File: config.mk
export PLATFORM = sky130hd
export DESIGN_NAME = hub75_rx_flat
export DESIGN_NICKNAME = d
export VERILOG_FILES = /design/src/rtl/hub75_rx_if.sv /design/src/rtl/hub75_rx.sv /design/src/flat_wrapper.sv
export SDC_FILE = /design/constraint.sdc
export NUM_CORES = 2
export LEC_CHECK = 0
export BUFFER_PORTS_ARGS = -buffer_cell sky130_fd_sc_hd__buf_2
export CORE_UTILIZATION = 60
export DETAILED_ROUTE_END_ITERATION = 16
export MAX_ROUTING_LAYER = met4
export PLACE_DENSITY = 0.82
export SYNTH_ARGS = -nofsm -noshare
export SYNTH_HDL_FRONTEND = slang
export SYNTH_SLANG_ARGS = --single-unit
File: constraint.sdc
create_clock -name clk -period 13.35 [get_ports clk]
set_clock_uncertainty 0.2 [all_clocks]
set_input_delay 2.0025 -clock clk [delete_from_list [all_inputs] [get_ports clk]]
set_output_delay 2.0025 -clock clk [all_outputs]
set_load 0.01 [all_outputs]
File: src/rtl/hub75_rx_if.sv
// Pixel write stream from hub75_rx to a framebuffer sink.
// The master drives one pixel per valid/ready transfer.
interface hub75_rx_if #(
  parameter int unsigned X_BITS    = 7,
  parameter int unsigned ADDR_BITS = 5
) ();
  logic                 valid;
  logic                 ready;
  logic [X_BITS-1:0]    x;
  logic [ADDR_BITS-1:0] y;
  logic [2:0]           rgb0;
  logic [2:0]           rgb1;

  modport master (output valid, x, y, rgb0, rgb1, input ready);
  modport slave  (input valid, x, y, rgb0, rgb1, output ready);
endinterface

File: src/rtl/hub75_rx.sv
// hub75_rx: HUB75 panel receiver. Synchronises the scanner's SCLK/LATCH/BLANK/ADDR/RGB lines,
// shifts each row into one half of a ping-pong line buffer and, on latch, streams the committed
// row out as (x, row, rgb0, rgb1) pixel writes while the next row fills the other half.
// Optional feature: define HUB75_RX_ONTIME_EN to measure display-on time per row (row_ontime).
module hub75_rx #(
  parameter int unsigned WIDTH       = 128,
  parameter int unsigned X_BITS      = 7,
  parameter int unsigned ADDR_BITS   = 5,
  parameter int unsigned SYNC_STAGES = 2,
  parameter int unsigned ONTIME_BITS = 16
) (
  input  logic                   clk,
  input  logic                   reset,
  input  logic                   hub_sclk,
  input  logic                   hub_latch,
  input  logic                   hub_blank,
  input  logic [ADDR_BITS-1:0]   hub_addry,
  input  logic [2:0]             hub_rgb0,
  input  logic [2:0]             hub_rgb1,
  hub75_rx_if.master             px,
  output logic [X_BITS:0]        col_count,
  output logic                   frame_start,
  output logic                   overrun,
  output logic [ONTIME_BITS-1:0] row_ontime
);
  localparam int unsigned SyncW = 3 + ADDR_BITS + 6;
  localparam int unsigned AW    = X_BITS + 1;
  localparam logic [AW-1:0] WidthC = AW'(WIDTH);

  typedef enum logic [1:0] {StIdle, StFetch, StStream} state_e;

  logic [SyncW-1:0]     sync_q [SYNC_STAGES];
  logic                 sclk_s, latch_s, blank_s;
  logic [ADDR_BITS-1:0] addry_s;
  logic [5:0]           pix_s;
  logic                 sclk_prev_q, latch_prev_q;
  logic                 sclk_rise, latch_rise, shift_en;

  logic [5:0]           mem_q [2**AW];
  logic                 fill_bank_q;
  logic [AW-1:0]        wcol_q, len_q, col_count_q;
  logic [X_BITS-1:0]    idx_q;
  logic [ADDR_BITS-1:0] y_q;
  logic [2:0]           rgb0_q, rgb1_q;
  logic                 overrun_q, frame_start_q;

  state_e state_q, state_d;
  logic   commit, drop, last_beat, advance;

  // Synchroniser chain for all panel inputs plus one edge-detect flop on sclk/latch
  always_ff @(posedge clk) begin
    if (reset) begin
      for (int i = 0; i < SYNC_STAGES; i++) sync_q[i] <= '0;
      sclk_prev_q  <= 1'b0;
      latch_prev_q <= 1'b0;
    end else begin
      sync_q[0] <= {hub_sclk, hub_latch, hub_blank, hub_addry, hub_rgb1, hub_rgb0};
      for (int i = 1; i < SYNC_STAGES; i++) sync_q[i] <= sync_q[i-1];
      sclk_prev_q  <= sclk_s;
      latch_prev_q <= latch_s;
    end
  end

  assign {sclk_s, latch_s, blank_s, addry_s, pix_s} = sync_q[SYNC_STAGES-1];
  assign sclk_rise  = sclk_s & ~sclk_prev_q;
  assign latch_rise = latch_s & ~latch_prev_q;
  // Columns beyond WIDTH are dropped; wcol parks at WIDTH
  assign shift_en   = sclk_rise & ~latch_s & (wcol_q < WidthC);

  // Fill-buffer write, one entry per accepted shift edge; contents survive reset
  always_ff @(posedge clk) begin
    if (!reset && shift_en) mem_q[{fill_bank_q, wcol_q[X_BITS-1:0]}] <= pix_s;
  end

  assign last_beat = ({1'b0, idx_q} + AW'(1)) == len_q;

  // Stream FSM next-state and handshake decode
  always_comb begin
    state_d  = state_q;
    commit   = 1'b0;
    drop     = 1'b0;
    advance  = 1'b0;
    px.valid = 1'b0;
    unique case (state_q)
      StIdle: begin
        if (latch_rise) begin
          commit = 1'b1;
          if (wcol_q != '0) state_d = StFetch;
        end
      end
      StFetch: begin
        drop    = latch_rise;
        state_d = StStream;
      end
      StStream: begin
        px.valid = 1'b1;
        drop     = latch_rise;
        if (px.ready) begin
          if (last_beat) begin
            state_d = StIdle;
          end else begin
            advance = 1'b1;
            state_d = StFetch;
          end
        end
      end
      default: state_d = StIdle;
    endcase
  end

  // Row commit, write pointer, stream registers and status flags
  always_ff @(posedge clk) begin
    if (reset) begin
      state_q       <= StIdle;
      fill_bank_q   <= 1'b0;
      wcol_q        <= '0;
      len_q         <= '0;
      col_count_q   <= '0;
      idx_q         <= '0;
      y_q           <= '0;
      rgb0_q        <= '0;
      rgb1_q        <= '0;
      overrun_q     <= 1'b0;
      frame_start_q <= 1'b0;
    end else begin
      state_q       <= state_d;
      frame_start_q <= commit && (addry_s == '0);
      if (commit) begin
        fill_bank_q <= ~fill_bank_q;
        y_q         <= addry_s;
        len_q       <= wcol_q;
        col_count_q <= wcol_q;
        idx_q       <= '0;
      end
      if (drop) overrun_q <= 1'b1;
      if (latch_rise)    wcol_q <= '0;
      else if (shift_en) wcol_q <= wcol_q + AW'(1);
      // Read side is the bank not being filled
      if (state_q == StFetch) begin
        {rgb1_q, rgb0_q} <= mem_q[{~fill_bank_q, idx_q}];
      end
      if (advance) idx_q <= idx_q + X_BITS'(1);
    end
  end

  assign px.x        = idx_q;
  assign px.y        = y_q;
  assign px.rgb0     = rgb0_q;
  assign px.rgb1     = rgb1_q;
  assign col_count   = col_count_q;
  assign overrun     = overrun_q;
  assign frame_start = frame_start_q;

`ifdef HUB75_RX_ONTIME_EN
  logic [ONTIME_BITS-1:0] ontime_cnt_q, row_ontime_q;

  // Count display-on cycles between latch edges, saturating; publish on each latch edge
  always_ff @(posedge clk) begin
    if (reset) begin
      ontime_cnt_q <= '0;
      row_ontime_q <= '0;
    end else if (latch_rise) begin
      row_ontime_q <= ontime_cnt_q;
      ontime_cnt_q <= '0;
    end else if (!blank_s && (ontime_cnt_q != '1)) begin
      ontime_cnt_q <= ontime_cnt_q + ONTIME_BITS'(1);
    end
  end

  assign row_ontime = row_ontime_q;
`else
  logic unused_blank;
  assign unused_blank = blank_s;
  assign row_ontime   = '0;
`endif
endmodule
File: src/flat_wrapper.sv
// flat-port wrapper written by rule: the top's interface ports become plain ports
module hub75_rx_flat 
#(
  parameter int unsigned WIDTH       = 128,
  parameter int unsigned X_BITS      = 7,
  parameter int unsigned ADDR_BITS   = 5,
  parameter int unsigned SYNC_STAGES = 2,
  parameter int unsigned ONTIME_BITS = 16
)
  (clk, reset, hub_sclk, hub_latch, hub_blank, hub_addry, hub_rgb0, hub_rgb1, col_count, frame_start, overrun, row_ontime, px_valid, px_x, px_y, px_rgb0, px_rgb1, px_ready);
  hub75_rx_if #(.X_BITS(X_BITS), .ADDR_BITS(ADDR_BITS)) px_i ();
  input  logic clk;
  input  logic reset;
  input  logic hub_sclk;
  input  logic hub_latch;
  input  logic hub_blank;
  input  logic [ADDR_BITS-1:0] hub_addry;
  input  logic [2:0] hub_rgb0;
  input  logic [2:0] hub_rgb1;
  output logic [X_BITS:0] col_count;
  output logic frame_start;
  output logic overrun;
  output logic [ONTIME_BITS-1:0] row_ontime;
  output wire logic [$bits(px_i.valid)-1:0] px_valid;
  output wire logic [$bits(px_i.x)-1:0] px_x;
  output wire logic [$bits(px_i.y)-1:0] px_y;
  output wire logic [$bits(px_i.rgb0)-1:0] px_rgb0;
  output wire logic [$bits(px_i.rgb1)-1:0] px_rgb1;
  input wire logic [$bits(px_i.ready)-1:0] px_ready;
  assign px_valid = px_i.valid;
  assign px_x = px_i.x;
  assign px_y = px_i.y;
  assign px_rgb0 = px_i.rgb0;
  assign px_rgb1 = px_i.rgb1;
  assign px_i.ready = px_ready;
  hub75_rx #(.WIDTH(WIDTH), .X_BITS(X_BITS), .ADDR_BITS(ADDR_BITS), .SYNC_STAGES(SYNC_STAGES), .ONTIME_BITS(ONTIME_BITS)) u_core (.clk(clk), .reset(reset), .hub_sclk(hub_sclk), .hub_latch(hub_latch), .hub_blank(hub_blank), .hub_addry(hub_addry), .hub_rgb0(hub_rgb0), .hub_rgb1(hub_rgb1), .px(px_i), .col_count(col_count), .frame_start(frame_start), .overrun(overrun), .row_ontime(row_ontime));
endmodule
==> Yosys cells after proc, flatten, opt, wreduce, memory -nomap -nowiden <==
Memories as Yosys holds them, arrays and structs flattened. A register that Yosys moved wholly into a read port is not among the register bits.
Index checks and enable logic that the tools add are counted.
{ "word_totals": {"ff_bits": 35, "latchBits": 0, "ramBits": 1564, "mem_bits_ro": 0, "inputBits": 17, "out_inout_bits": 45, "mem_count": 2} }
{ "mem_list": {"columns": ["name", "words", "word_bits", "read_ports", "rd_clocked_by_memory_dff", "wr", "line_no", "rtl"], "rows": [
  ["u_core.mem_q", 256, 6, 1, 1, 1, "hub75_rx.sv:39", "logic [5:0] mem_q [2**AW];"],
  ["u_core.sync_q", 2, 14, 2, 0, 2, "hub75_rx.sv:32", "logic [SyncW-1:0] sync_q [SYNC_STAGES];"]
]} }
{ "classes": {"add_sub_neg": 3, "n_mul": 0, "n_div": 0, "magnitude_cmp": 1, "n_eq_ne": 6, "shifts": 0, "mux": 21, "bitwise_logic": 10, "n_reduce_logical": 10} }
{ "op_table": {"columns": ["cell", "count"], "rows": [
  ["14-bit two-way mux", 2],
  ["7-bit two-way mux", 2],
  ["1-bit two-way mux", 13],
  ["7-bit by 1-bit adder with 8-bit output (second input constant)", 1],
  ["8-bit by 1-bit adder with 8-bit output (second input constant)", 1],
  ["8-bit equality test", 1],
  ["8-bit less-than comparator (second input constant)", 1],
  ["8-bit nonzero test", 1],
  ["7-bit by 1-bit adder with 7-bit output (second input constant)", 1],
  ["2-bit two-way mux", 3],
  ["2-bit case mux with 3 select lines", 1],
  ["5-bit logical NOT", 1],
  ["1-bit AND", 4],
  ["2-bit by 1-bit inequality test with 1-bit output (second input constant)", 2],
  ["1-bit inverter", 4],
  ["2-bit OR reduction", 2],
  ["3-bit AND reduction", 1],
  ["2-bit by 1-bit equality test with 1-bit output (second input constant)", 1],
  ["2-bit equality test (second input constant)", 1],
  ["1-bit logical AND", 2],
  ["2-bit logical NOT", 1],
  ["2-bit inequality test (second input constant)", 1],
  ["1-bit OR", 2],
  ["2-bit nonzero test", 1],
  ["1-bit logical NOT", 1]
]} }

==> Logic depth before layout (Yosys ltp) <==
{ "logic_depth": {"ltp_word": 7, "ltp_mapped": 11, "mapped_depth_nobuf": 8} }

==> Worst setup path before layout <==
OpenSTA, ideal clock, no wires.
{ "synth_path": {"kind": "reg-to-reg", "start": "mem u_core.sync_q[0][14] in the netlist's numbering", "end": "mem u_core.mem_q[0][0], data pin", "setup_time_ns": 0.852, "arrival_ns": 3.382, "required_time_ns": 12.298, "path_slack_ns": 8.916, "stages_incl_launch_ff": 1, "n_path_buf": 0, "period_less_slack_ns": 4.434, "path_cell_list": "dfxtp_1"} }
{ "synth_rtl": {"columns": ["element", "line_no"], "rows": [
  ["from (decl)", "hub75_rx.sv:32"],
  ["to (decl)", "hub75_rx.sv:39"]
]} }

==> results.md <==
- Status: completed
- Number of synthesized register bits: 1603
- Req. time, crit path: 13.82 ns
- Reg2reg end: u_core.px.rgb0[0]
- Most frequent cells in the layout: 1536 x edfxtp_1, 309 x nor2_1, 281 x mux4_2, 232 x mux2i_1, 154 x clkbuf_16
- Final Hold Fails: 0
- Total global routing overflow: 0
- Hold_sp: u_core.sync_q[0][23]
- Nets: 3450
- Leak: 21.0 nW
- CTS Hold Bufs: 0
- Max-Cap Viols: 0
- Core area: 104000 um2
- Number of antenna violations at the first check in global routing: 3
- Total power: 9.92 mW
- Synthesized instance count: 3382
- Synth unique cells: 64
- Worst Max-Slew Pin Slew: 1.41 ns
- RSZ-0062 raised after global routing: no
- Hold path cells: 1
- CTS Buffer Depth: 3
- Die ar.: 106000 um2
- Post-CTS Resized: 0
- Pwr per Cell Area: 143 nW/um2
- Setup bufs post-CTS: 0
- Routed Antenna Nets: 0
- Slew Limit Headroom: 0.0551
- Vias/cell: 6.73
- Most common cell after layout, fill and taps aside: edfxtp_1
- Final HPWL from detailed placement: 86.2 mm
- R2R cell count: 8
- Initial DRC count: 5210
- Final worst path period share: 0.395
- Num CTS Buffers: 153
- R2R Setup Slk: 8.08 ns
- RR Startpoint: u_core.px.x[0]
- Post-synth EDFFs: 1536
- Critical path type: reg -> reg
- Post-synthesis async set-or-reset flop share: 0
- Initial Util: 0.607
- H-Tree Depth: 4
- Critical Path Start Type: flop
- Min-Delay Path Class: reg -> reg
- DR pass1 iterations: 7
- Worst setup EP type: flop
- Min Tclk post-route: 5.27 ns
- Sum of negative setup slack: 0 ns
- Fmax: 190 MHz
- Clock sink total: 1603
- Post-route insts no fill: 4933
- Vias in the first global route: 33400
- Worst-path clk slew: 0.07 ns
- Synth-to-Final Area Change: 9.61%
- Post-synth top area cell: edfxtp_1
- Clock Latency Late Sink: 0.77 ns
- Placed cells: 4648
- Final setup fails: 0
- Synth Flop Type: edfxtp_1
- Yosys Warn Count: 0
- Synthesized area: 63100 um2
- Hold Path Sink: u_core.frame_start
- Synth top area share: 0.731
- DP Area: 64200 um2
- Via count: 33200
- Syn_area_per_cell: 18.7 um2
- First-pass GRT wire length: 218 mm
- Max Slew Vio Count: 0
- Register area share after synthesis: 0.752
- Worst vdd ir: 153 uV
- # IOs: 62
- Largest net degree at the start of global routing: 111
- Layout cell share with drive strength beyond 1: 0.182
- CTS tree: built
- GP Congestion: 0.886
- DR WL/cell: 30.0 um
- Area contributors post-synth: edfxtp_1 73%, mux4_2 10%, mux2i_1 3.7%
- Worst Path Arrival: 5.74 ns
- # rows: 118
- Die X: 326 um
- Routed WL: 148 mm
- Buffers added on ports: 44
- Die height: 326 um
- Critical path peak fanout: 106
- CTS root buf: clkbuf_16
- # DRC: 0
- GRT Util Overall: 0.290
- Finished Cell Area: 69100 um2
- Final Core Density: 0.665
sequential cells by signal, summed over array words and instances, names as in the netlist, 3 cells and up:
name / cells
u_core.px.rgb1: 3
u_core.sync_q: 26
u_core.px.x: 7
u_core.wcol_q: 8
u_core.col_count: 8
u_core.px.rgb0: 3
u_core.mem_q: 1536
u_core.px.y: 5
layer usage:
| metal | up-vias | routed length [um] | global-route usage |
|---|---|---|---|
| met1 | 16700 | 52700 | 0.375 |
| met3 | 463 | 16300 | 0.0600 |
| met2 | 2355 | 71900 | 0.446 |
| met5 | - | 0 | - |
| met4 | 0 | 7230 | 0.134 |
| li1 | 13700 | - | - |
where the power goes:
group	internal, mW	switching, mW	total [mW]
Clock	2.39	1.87	4.26
Combinational	0.0378	0.100	0.138
Sequential	5.49	0.0249	5.52
cell usage after synthesis (6+ instances only):
cell type,n
a311oi_1,10
nor4_1,9
nor3_1,34
a41o_1,6
mux2i_1,232
o221ai_1,55
a211o_1,6
or2_2,17
o22a_1,7
buf_4,40
xor2_1,8
mux4_2,281
o21ai_1,23
and2_1,10
a211oi_1,23
ha_1,10
o21ai_0,48
buf_6,18
a21oi_1,76
a31oi_1,13
nand3_1,39
xnor2_1,6
buf_8,7
mux2_2,6
buf_1,12
nand2_1,139
o22ai_1,58
clkbuf_1,99
buf_2,47
edfxtp_1,1536
dfxtp_1,67
nor2b_1,40
a22oi_1,18
nand4_1,6
nor2_1,309
a221oi_1,6
logic make-up after synthesis:
logic type      synth area share
mux                        0.138
simple gates              0.0431
xor+xnor                 0.00230
buf+inv                   0.0218
compound gates            0.0401
other cells            0.0000594
fa+ha+maj                0.00198
flops                      0.752
critical path, stage by stage (launching register included):
cell and delay, ns:
dfxtp_4 0.67, buf_12 0.53, buf_12 0.72, nand2_1 0.81
o22a_1 0.44, a41o_1 0.25, nor4_1 0.83, a22oi_1 0.46
o41ai_2 0.12
how the worst max path moves through the flow:
stage                                    start            endpoint  slack (ns)  depth (start not counted)
after floorplan           u_core.sync_q[0][14]  u_core.mem_q[0][0]        8.92                          0
after global placement          u_core.px.x[0]   u_core.px.rgb0[1]        8.30                          8
after detailed placement        u_core.px.x[0]   u_core.px.rgb0[1]        8.31                          8
after CTS                       u_core.px.x[0]   u_core.px.rgb0[0]        8.24                          8
after global routing            u_core.px.x[0]   u_core.px.rgb0[0]        7.83                          8
final                           u_core.px.x[0]   u_core.px.rgb0[0]        8.08                          8
area by class of cell:
| class | count | area [um2] |
|---|---|---|
| well taps | 1380 | 1730 |
| fillers | 6364 | 34800 |
| flip-flops and latches | 1603 | 47500 |
| diodes | 2 | 5.00 |
| inverters | 9 | 35.0 |
| clock buffers | 194 | 4060 |
| clock inverters | 89 | 828 |
| repair buffers | 98 | 676 |
| multi-input cells | 1558 | 14300 |
through the flow:
| step | setup WS, ns | hold slack [ns] |
|---|---|---|
| final | 8.08 | 0.228 |
| after global routing | 7.83 | 0.249 |
| after CTS | 8.24 | 0.227 |
| after detailed placement | 8.31 | 0.219 |
| after global placement | 8.30 | 0.206 |
| after floorplan | 8.92 | 0.196 |
Note: power is estimated with default switching activity, not from simulation.
